==> src/rtl/cpu_lsu_if.sv <==
// Purpose: memory-side bus between the load/store unit and the data memory.
// Signals:
//   bus_req_valid / bus_req_ready  request handshake (master -> slave / slave -> master)
//   bus_addr                       word-aligned byte address
//   bus_we, bus_wstrb, bus_wdata   write enable, byte-lane strobes, lane-placed store data
//   bus_resp_valid, bus_rdata      response strobe (loads and stores) and load data word
// Modports: master (LSU side), slave (memory side).
interface cpu_lsu_if;
    logic        bus_req_valid;
    logic        bus_req_ready;
    logic [31:0] bus_addr;
    logic        bus_we;
    logic [3:0]  bus_wstrb;
    logic [31:0] bus_wdata;
    logic        bus_resp_valid;
    logic [31:0] bus_rdata;

    modport master (
        output bus_req_valid, bus_addr, bus_we, bus_wstrb, bus_wdata,
        input  bus_req_ready, bus_resp_valid, bus_rdata
    );

    modport slave (
        input  bus_req_valid, bus_addr, bus_we, bus_wstrb, bus_wdata,
        output bus_req_ready, bus_resp_valid, bus_rdata
    );
endinterface

==> src/rtl/cpu_lsu.sv <==
// Purpose: load/store unit. Takes one load or store from the execute stage,
// rejects illegal or misaligned requests with an exception pulse, otherwise
// runs a single bus transaction (request handshake, then response) and
// returns the extended load result together with a one-cycle done pulse.
// Ports:
//   clk, rst                 clock, synchronous active-high reset
//   req_*_i                  request from execute (valid, addr, wdata, store mask, load funct3)
//   busy_o                   stall request while a transaction is in flight
//   done_o, rdata_o          completion pulse and load result
//   exc_valid_o/cause_o/tval_o  rejection pulse, cause code, faulting address
//   bus                      memory bus (master side)
module cpu_lsu (
    input  logic            clk,
    input  logic            rst,
    input  logic            req_valid_i,
    input  logic [31:0]     req_addr_i,
    input  logic [31:0]     req_wdata_i,
    input  logic [3:0]      req_mem_write_i,
    input  logic [2:0]      req_ext_i,
    output logic            busy_o,
    output logic            done_o,
    output logic [31:0]     rdata_o,
    output logic            exc_valid_o,
    output logic [3:0]      exc_cause_o,
    output logic [31:0]     exc_tval_o,
    cpu_lsu_if.master       bus
);

    localparam int unsigned XLEN = 32;
    localparam int unsigned CW   = 4;

    localparam logic [CW-1:0] CAUSE_NONE    = 4'd0;
    localparam logic [CW-1:0] CAUSE_ILLEGAL = 4'd2;
    localparam logic [CW-1:0] CAUSE_LD_MIS  = 4'd4;
    localparam logic [CW-1:0] CAUSE_ST_MIS  = 4'd6;

    typedef enum logic [1:0] {S_IDLE, S_REQ, S_WAIT} state_t;

    state_t          state_q;
    logic            busy_q, done_q, exc_valid_q;
    logic [XLEN-1:0] rdata_q, exc_tval_q;
    logic [CW-1:0]   exc_cause_q;
    logic            bus_req_valid_q, bus_we_q;
    logic [XLEN-1:0] bus_addr_q, bus_wdata_q;
    logic [3:0]      bus_wstrb_q;
    logic [1:0]      addr_lo_q;
    logic [2:0]      ext_q;

    // Request decode: access size, legality, alignment and lane placement.
    logic            is_load_d, size_half_d, size_word_d, misaligned_d;
    logic [CW-1:0]   exc_cause_d;
    logic [3:0]      wstrb_d;
    logic [XLEN-1:0] wdata_d;

    always_comb begin
        is_load_d    = (req_mem_write_i == 4'b0000);
        size_half_d  = 1'b0;
        size_word_d  = 1'b0;
        wstrb_d      = 4'b0000;
        wdata_d      = '0;
        exc_cause_d  = CAUSE_NONE;

        if (is_load_d) begin
            size_half_d = (req_ext_i[1:0] == 2'b01);
            size_word_d = (req_ext_i[1:0] == 2'b10);
        end else begin
            size_half_d = (req_mem_write_i == 4'b0011);
            size_word_d = (req_mem_write_i == 4'b1111);
        end
        misaligned_d = (size_half_d && req_addr_i[0]) ||
                       (size_word_d && (req_addr_i[1:0] != 2'b00));

        // Illegal encodings take precedence over alignment faults.
        if (!(req_mem_write_i inside {4'b0000, 4'b0001, 4'b0011, 4'b1111}) ||
            (is_load_d && !(req_ext_i inside {3'b000, 3'b001, 3'b010, 3'b100, 3'b101})))
            exc_cause_d = CAUSE_ILLEGAL;
        else if (misaligned_d)
            exc_cause_d = is_load_d ? CAUSE_LD_MIS : CAUSE_ST_MIS;

        if (!is_load_d) begin
            wstrb_d = req_mem_write_i << req_addr_i[1:0];
            if (size_word_d)
                wdata_d = req_wdata_i;
            else if (size_half_d)
                wdata_d = {2{req_wdata_i[15:0]}};
            else
                wdata_d = {4{req_wdata_i[7:0]}};
        end
    end

    // Load extraction from the returned word using the latched offset and funct3.
    logic [7:0]      ld_byte_d;
    logic [15:0]     ld_half_d;
    logic [XLEN-1:0] ld_data_d;

    always_comb begin
        ld_byte_d = bus.bus_rdata[7:0];
        case (addr_lo_q)
            2'd1:    ld_byte_d = bus.bus_rdata[15:8];
            2'd2:    ld_byte_d = bus.bus_rdata[23:16];
            2'd3:    ld_byte_d = bus.bus_rdata[31:24];
            default: ld_byte_d = bus.bus_rdata[7:0];
        endcase
        ld_half_d = addr_lo_q[1] ? bus.bus_rdata[31:16] : bus.bus_rdata[15:0];
        case (ext_q)
            3'b000:  ld_data_d = {{24{ld_byte_d[7]}}, ld_byte_d};
            3'b001:  ld_data_d = {{16{ld_half_d[15]}}, ld_half_d};
            3'b100:  ld_data_d = {24'd0, ld_byte_d};
            3'b101:  ld_data_d = {16'd0, ld_half_d};
            default: ld_data_d = bus.bus_rdata;
        endcase
    end

    // Transaction FSM with registered outputs.
    always_ff @(posedge clk) begin
        if (rst) begin
            state_q         <= S_IDLE;
            busy_q          <= 1'b0;
            done_q          <= 1'b0;
            rdata_q         <= '0;
            exc_valid_q     <= 1'b0;
            exc_cause_q     <= '0;
            exc_tval_q      <= '0;
            bus_req_valid_q <= 1'b0;
            bus_addr_q      <= '0;
            bus_we_q        <= 1'b0;
            bus_wstrb_q     <= '0;
            bus_wdata_q     <= '0;
            addr_lo_q       <= '0;
            ext_q           <= '0;
        end else begin
            done_q      <= 1'b0;
            exc_valid_q <= 1'b0;
            case (state_q)
                S_IDLE: begin
                    if (req_valid_i) begin
                        if (exc_cause_d != CAUSE_NONE) begin
                            exc_valid_q <= 1'b1;
                            exc_cause_q <= exc_cause_d;
                            exc_tval_q  <= req_addr_i;
                        end else begin
                            state_q         <= S_REQ;
                            busy_q          <= 1'b1;
                            bus_req_valid_q <= 1'b1;
                            bus_addr_q      <= {req_addr_i[31:2], 2'b00};
                            bus_we_q        <= !is_load_d;
                            bus_wstrb_q     <= wstrb_d;
                            bus_wdata_q     <= wdata_d;
                            addr_lo_q       <= req_addr_i[1:0];
                            ext_q           <= req_ext_i;
                        end
                    end
                end
                S_REQ: begin
                    if (bus.bus_req_ready) begin
                        bus_req_valid_q <= 1'b0;
                        state_q         <= S_WAIT;
                    end
                end
                S_WAIT: begin
                    if (bus.bus_resp_valid) begin
                        state_q <= S_IDLE;
                        busy_q  <= 1'b0;
                        done_q  <= 1'b1;
                        rdata_q <= bus_we_q ? '0 : ld_data_d;
                    end
                end
                default: begin
                    state_q         <= S_IDLE;
                    busy_q          <= 1'b0;
                    bus_req_valid_q <= 1'b0;
                end
            endcase
        end
    end

    assign busy_o            = busy_q;
    assign done_o            = done_q;
    assign rdata_o           = rdata_q;
    assign exc_valid_o       = exc_valid_q;
    assign exc_cause_o       = exc_cause_q;
    assign exc_tval_o        = exc_tval_q;
    assign bus.bus_req_valid = bus_req_valid_q;
    assign bus.bus_addr      = bus_addr_q;
    assign bus.bus_we        = bus_we_q;
    assign bus.bus_wstrb     = bus_wstrb_q;
    assign bus.bus_wdata     = bus_wdata_q;

endmodule

==> src/flat_wrapper.sv <==
// flat-port wrapper written by rule: the top's interface ports become plain ports
module cpu_lsu_flat 
  (clk, rst, req_valid_i, req_addr_i, req_wdata_i, req_mem_write_i, req_ext_i, busy_o, done_o, rdata_o, exc_valid_o, exc_cause_o, exc_tval_o, bus_bus_req_valid, bus_bus_addr, bus_bus_we, bus_bus_wstrb, bus_bus_wdata, bus_bus_req_ready, bus_bus_resp_valid, bus_bus_rdata);
  cpu_lsu_if bus_i ();
  input  logic clk;
  input  logic rst;
  input  logic req_valid_i;
  input  logic [31:0] req_addr_i;
  input  logic [31:0] req_wdata_i;
  input  logic [3:0] req_mem_write_i;
  input  logic [2:0] req_ext_i;
  output logic busy_o;
  output logic done_o;
  output logic [31:0] rdata_o;
  output logic exc_valid_o;
  output logic [3:0] exc_cause_o;
  output logic [31:0] exc_tval_o;
  output wire logic [$bits(bus_i.bus_req_valid)-1:0] bus_bus_req_valid;
  output wire logic [$bits(bus_i.bus_addr)-1:0] bus_bus_addr;
  output wire logic [$bits(bus_i.bus_we)-1:0] bus_bus_we;
  output wire logic [$bits(bus_i.bus_wstrb)-1:0] bus_bus_wstrb;
  output wire logic [$bits(bus_i.bus_wdata)-1:0] bus_bus_wdata;
  input wire logic [$bits(bus_i.bus_req_ready)-1:0] bus_bus_req_ready;
  input wire logic [$bits(bus_i.bus_resp_valid)-1:0] bus_bus_resp_valid;
  input wire logic [$bits(bus_i.bus_rdata)-1:0] bus_bus_rdata;
  assign bus_bus_req_valid = bus_i.bus_req_valid;
  assign bus_bus_addr = bus_i.bus_addr;
  assign bus_bus_we = bus_i.bus_we;
  assign bus_bus_wstrb = bus_i.bus_wstrb;
  assign bus_bus_wdata = bus_i.bus_wdata;
  assign bus_i.bus_req_ready = bus_bus_req_ready;
  assign bus_i.bus_resp_valid = bus_bus_resp_valid;
  assign bus_i.bus_rdata = bus_bus_rdata;
  cpu_lsu u_core (.clk(clk), .rst(rst), .req_valid_i(req_valid_i), .req_addr_i(req_addr_i), .req_wdata_i(req_wdata_i), .req_mem_write_i(req_mem_write_i), .req_ext_i(req_ext_i), .busy_o(busy_o), .done_o(done_o), .rdata_o(rdata_o), .exc_valid_o(exc_valid_o), .exc_cause_o(exc_cause_o), .exc_tval_o(exc_tval_o), .bus(bus_i));
endmodule
==> config.mk <==
export PLATFORM = sky130hd
export DESIGN_NAME = cpu_lsu_flat
export DESIGN_NICKNAME = d
export VERILOG_FILES = /design/src/rtl/cpu_lsu_if.sv /design/src/rtl/cpu_lsu.sv /design/src/flat_wrapper.sv
export SDC_FILE = /design/constraint.sdc
export NUM_CORES = 1
export LEC_CHECK = 0
export CORE_UTILIZATION = 40
export CTS_CLUSTER_DIAMETER = 120
export DETAILED_ROUTE_END_ITERATION = 10
export GPL_TIMING_DRIVEN = 0
export PLACE_DENSITY = 0.77
export SLEW_MARGIN = 25
export SYNTH_ARGS = -nofsm -noshare
export SYNTH_HDL_FRONTEND = slang
export SYNTH_SLANG_ARGS = --single-unit
==> constraint.sdc <==
create_clock -name clk -period 2.3 [get_ports clk]
set_clock_uncertainty 0.2 [all_clocks]
set_input_delay 0.69 -clock clk [delete_from_list [all_inputs] [get_ports clk]]
set_output_delay 0.69 -clock clk [all_outputs]
set_load 0.01 [all_outputs]
==> flow_summary_export.csv <==
group,metric,value,unit
outcome,status,"finished, final reports clean",
logic_synthesis,yosys_warnings,0,
place,placedCellCount,1202,
cts,htreeDepth,4,
critical_path,ff2ff_setup_slack,170,ps
cts,cts_root_buf,"clkbuf_16",
place,portBuffers,242,
sta,min_period,2268,ps
place,gp_congestion,0.8705,
routing,drt_iter0_drc,351,
floorplan,dieArea,16830,sq um
floorplan,core_area,15890,sq um
logic_synthesis,synth.most_common_cell,"nand2_1",
sta,fmax,440.9,MHz
routing,dr_wl_met2,10680,um
floorplan,dieWidth,129.7,um
logic_synthesis,synth_edf_count,0,
cts,clkSinkCount,144,
critical_path,worst-path-max-fanout,10,
sta,rsz0062_at_grt,"true",
logic_synthesis,syn_avg_cell_area,8.807,sq um
power,cellPowerDensity,644.4,nW/um^2
cts,cts_buffer_depth,2,
sta,slew_headroom,63.91,%
critical_path,cp.required,2420,ps
logic_synthesis,ys_seq_area_share,44.17,%
logic_synthesis,ys_seq_elements,144,
critical_path,worstSetupPathType,"in -> reg",
sta,setup_viol,0,
floorplan,start_util,41.08,%
final_layout,fin_nets,1118,
logic_synthesis,synthArstFlopShare,0,%
sta,hold_violations,0,
floorplan,rows,46,
cts,tritoncts,"done",
logic_synthesis,synthTopCellsByCount,"nand2_1, dfxtp_1, mux2i_1, nor3_1",
final_layout,finalNonFillerCells,1240,
final_layout,areaGrowthSynthToFinish,54.37,%
logic_synthesis,synth_mux_area_share,12.48,%
logic_synthesis,syn_area,6526,sq um
cts,cts_hold_buf,0,
grt,grt_pass1_vias,6314,
grt,grt_usage,25.74,%
grt,grt_pass1_wl,33300,um
cts,clkTransAtPathRegs,70,ps
sta,final-max-slew-violation-count,0,
floorplan,die_h,129.7,um
routing,first_pass_iters,4,
logic_synthesis,synth_area_leaders,"dfxtp_1, nand2_1, mux2i_1",
logic_synthesis,synth_fa_ha_area_share,0,%
flow_run,drv_cap,0,
final_layout,fillers,1382,
sta,whs,248.7,ps
logic_synthesis,synth_top_family_by_area,"simple AND/OR/NAND/NOR gates",
logic_synthesis,synthFlopType,"dfxtp_1",
routing,vias_per_cell,5.307,
place,hpwl,15990,um
floorplan,io_pins,249,
power,leakage,3.835,nW
routing,top_signal_layer_used,"met4",
critical_path,end_kind,"flip-flop",
worst_hold_path,hold_path.class,"reg -> reg",
power,max-vdd-ir-drop,0.5725,mV
critical_path,cp.arrival,2390,ps
routing,wire_per_inst,17.49,um
routing,wirelength,21690,um
sta,period_share,98.61,%
logic_synthesis,synth.top_cell.area_share,44.17,%
cts,numCtsBuffers,17,
cts,clkLatencyLatePin,420,ps
logic_synthesis,synth_xor_area_share,0.2684,%
routing,drt-met1-wl,8863,um
logic_synthesis,netlist_instances,741,
sta,tightest_slew,541.3,ps
routing,drc,0,
grt,antenna_found_initial,1,
critical_path,cp-start-kind,"input pin",
grt,grt_max_degree,17,
routing,vias,6581,
final_layout,drive_above_1_share,17.20,%
logic_synthesis,synth-compound-area-share,17.91,%
logic_synthesis,synth_cell_type_count,57,
logic_synthesis,synthSimpleGateAreaFrac,19.52,%
power,power.total,6.492,mW
routing,ant_nets,0,
logic_synthesis,synth_top_area_cell,"dfxtp_1",
routing,wl_met3,1651,um
grt,grt-ovfl-total,0,
==> logic make-up after synthesis <==
| group | Yosys count |
|---|---|
| xor gates and xnor gates | 2 |
| muxes | 76 |
| and+or+nand+nor | 274 |
| DFF | 144 |
| other | 1 |
| AOI/OAI and AO/OA | 166 |
| buffers and inverters | 78 |
==> metrics by stage <==
stage | utilization, % | TNS (ps) | setup WS (ps) | instance area (sq um)
after CTS | 62.86 | 0 | 9.972 | 9986
after floorplan | - | 0 | 5.954 | 6549
after detailed placement | 58.18 | -109220 | -962.5 | 9241
final | 63.42 | 0 | 32.08 | 10070
after global placement | 58.18 | -105980 | -940.9 | 9241
after global routing | 63.42 | -1076 | -47.96 | 10070
==> path summary, 6_finish.rpt <==
| check | from | to | depth (start not counted) |
|---|---|---|---|
| setup / recovery | req_mem_write_i[2] | u_core.bus.bus_addr[18]$_SDFFE_PP0P_ | 7 |
| hold / removal | u_core.bus.bus_wdata[8]$_SDFFE_PP0P_ | u_core.bus.bus_wdata[8]$_SDFFE_PP0P_ | 2 |
| setup reg to reg | u_core.ext_q[0]$_SDFFE_PP0P_ | u_core.rdata_o[4]$_SDFFE_PP0P_ | 7 |
| hold reg to reg | u_core.bus.bus_wdata[8]$_SDFFE_PP0P_ | u_core.bus.bus_wdata[8]$_SDFFE_PP0P_ | 2 |
==> flip-flops by register name, summed over array words and instances (netlist names) <==
signal                    flops
u_core.ext_q                  3
u_core.bus.bus_wdata         32
u_core.done_o                 1
u_core.bus.bus_we             1
u_core.bus.bus_req_valid      1
u_core.bus.bus_wstrb          4
u_core.rdata_o               32
u_core.exc_valid_o            1
u_core.busy_o                 1
u_core.addr_lo_q              2
u_core.state_q                2
u_core.exc_tval_o            32
u_core.bus.bus_addr          30
u_core.exc_cause_o            2
==> critical path, stage by stage <==
cell and delay (ps):
clkdlybuf4s15_2 240, nor4_4 400, nand2_2 150, o211ai_4 350
buf_4 250, nor3_1 80, a31o_2 220
==> layout by cell type (no fill, tap or decap), drive strengths merged, types with 2 or more instances in the layout <==
| cell type | synthesis | routed |
|---|---|---|
| o221ai | 9 | 9 |
| and4 | 2 | 2 |
| nand3b | 2 | 2 |
| a21o | 2 | 2 |
| o21ai | 53 | 53 |
| nor3b | 10 | 10 |
| dlygate4sd2 | 0 | 2 |
| bufinv | 0 | 2 |
| nor3 | 43 | 43 |
| inv | 9 | 14 |
| clkdlybuf4s50 | 0 | 231 |
| a31o | 35 | 35 |
| a21oi | 36 | 36 |
| clkinvlp | 0 | 2 |
| nor2 | 15 | 15 |
| clkinv | 1 | 5 |
| mux2i | 42 | 42 |
| a31oi | 7 | 7 |
| clkbuf | 35 | 53 |
| buf | 33 | 40 |
| dlymetal6s2s | 0 | 5 |
| nand4 | 16 | 16 |
| and2 | 2 | 2 |
| nand2 | 155 | 155 |
| o32ai | 8 | 8 |
| clkdlybuf4s15 | 0 | 3 |
| nand3 | 13 | 13 |
| mux2 | 33 | 33 |
| a32o | 7 | 7 |
| dfxtp | 144 | 144 |
| nand2b | 10 | 10 |
| nor2b | 2 | 2 |
| conb | 1 | 4 |
==> layer usage <==
metal	global-route usage [%]	up-vias
met4	9.850	0
met5	0	-
met3	8.897	39
met1	29.98	3128
met2	43.50	226
li1	-	3188
==> power by group <==
group	internal, mW	switching (mW)	total (mW)
Sequential	2.59	0.0571	2.65
Combinational	0.548	0.507	1.06
Clock	1.65	1.14	2.79
Total	4.79	1.70	6.49
==> layout make-up <==
cell class                 count  area (sq um)  area share [%]
inverter                      10         38.79          0.3850
antenna                        1         2.502         0.02484
multi-input combinational    522          3385           33.59
sequential                   144          2887           28.65
timing repair buffer         247          2494           24.75
buffer                        68         402.9           3.999
tap                          216         270.3           2.683
clock inverter                13         152.6           1.515
clock buffer                  19         442.9           4.396
==> what timing repair did <==
action,4_1_cts,5_1_grt
setup buffers,3,2
resized for setup,49,42
setup endpoints to repair,130,126
endpoints found under the hold margin,0,0
pin swaps,4,5
Power figures use the tool's default switching activity.
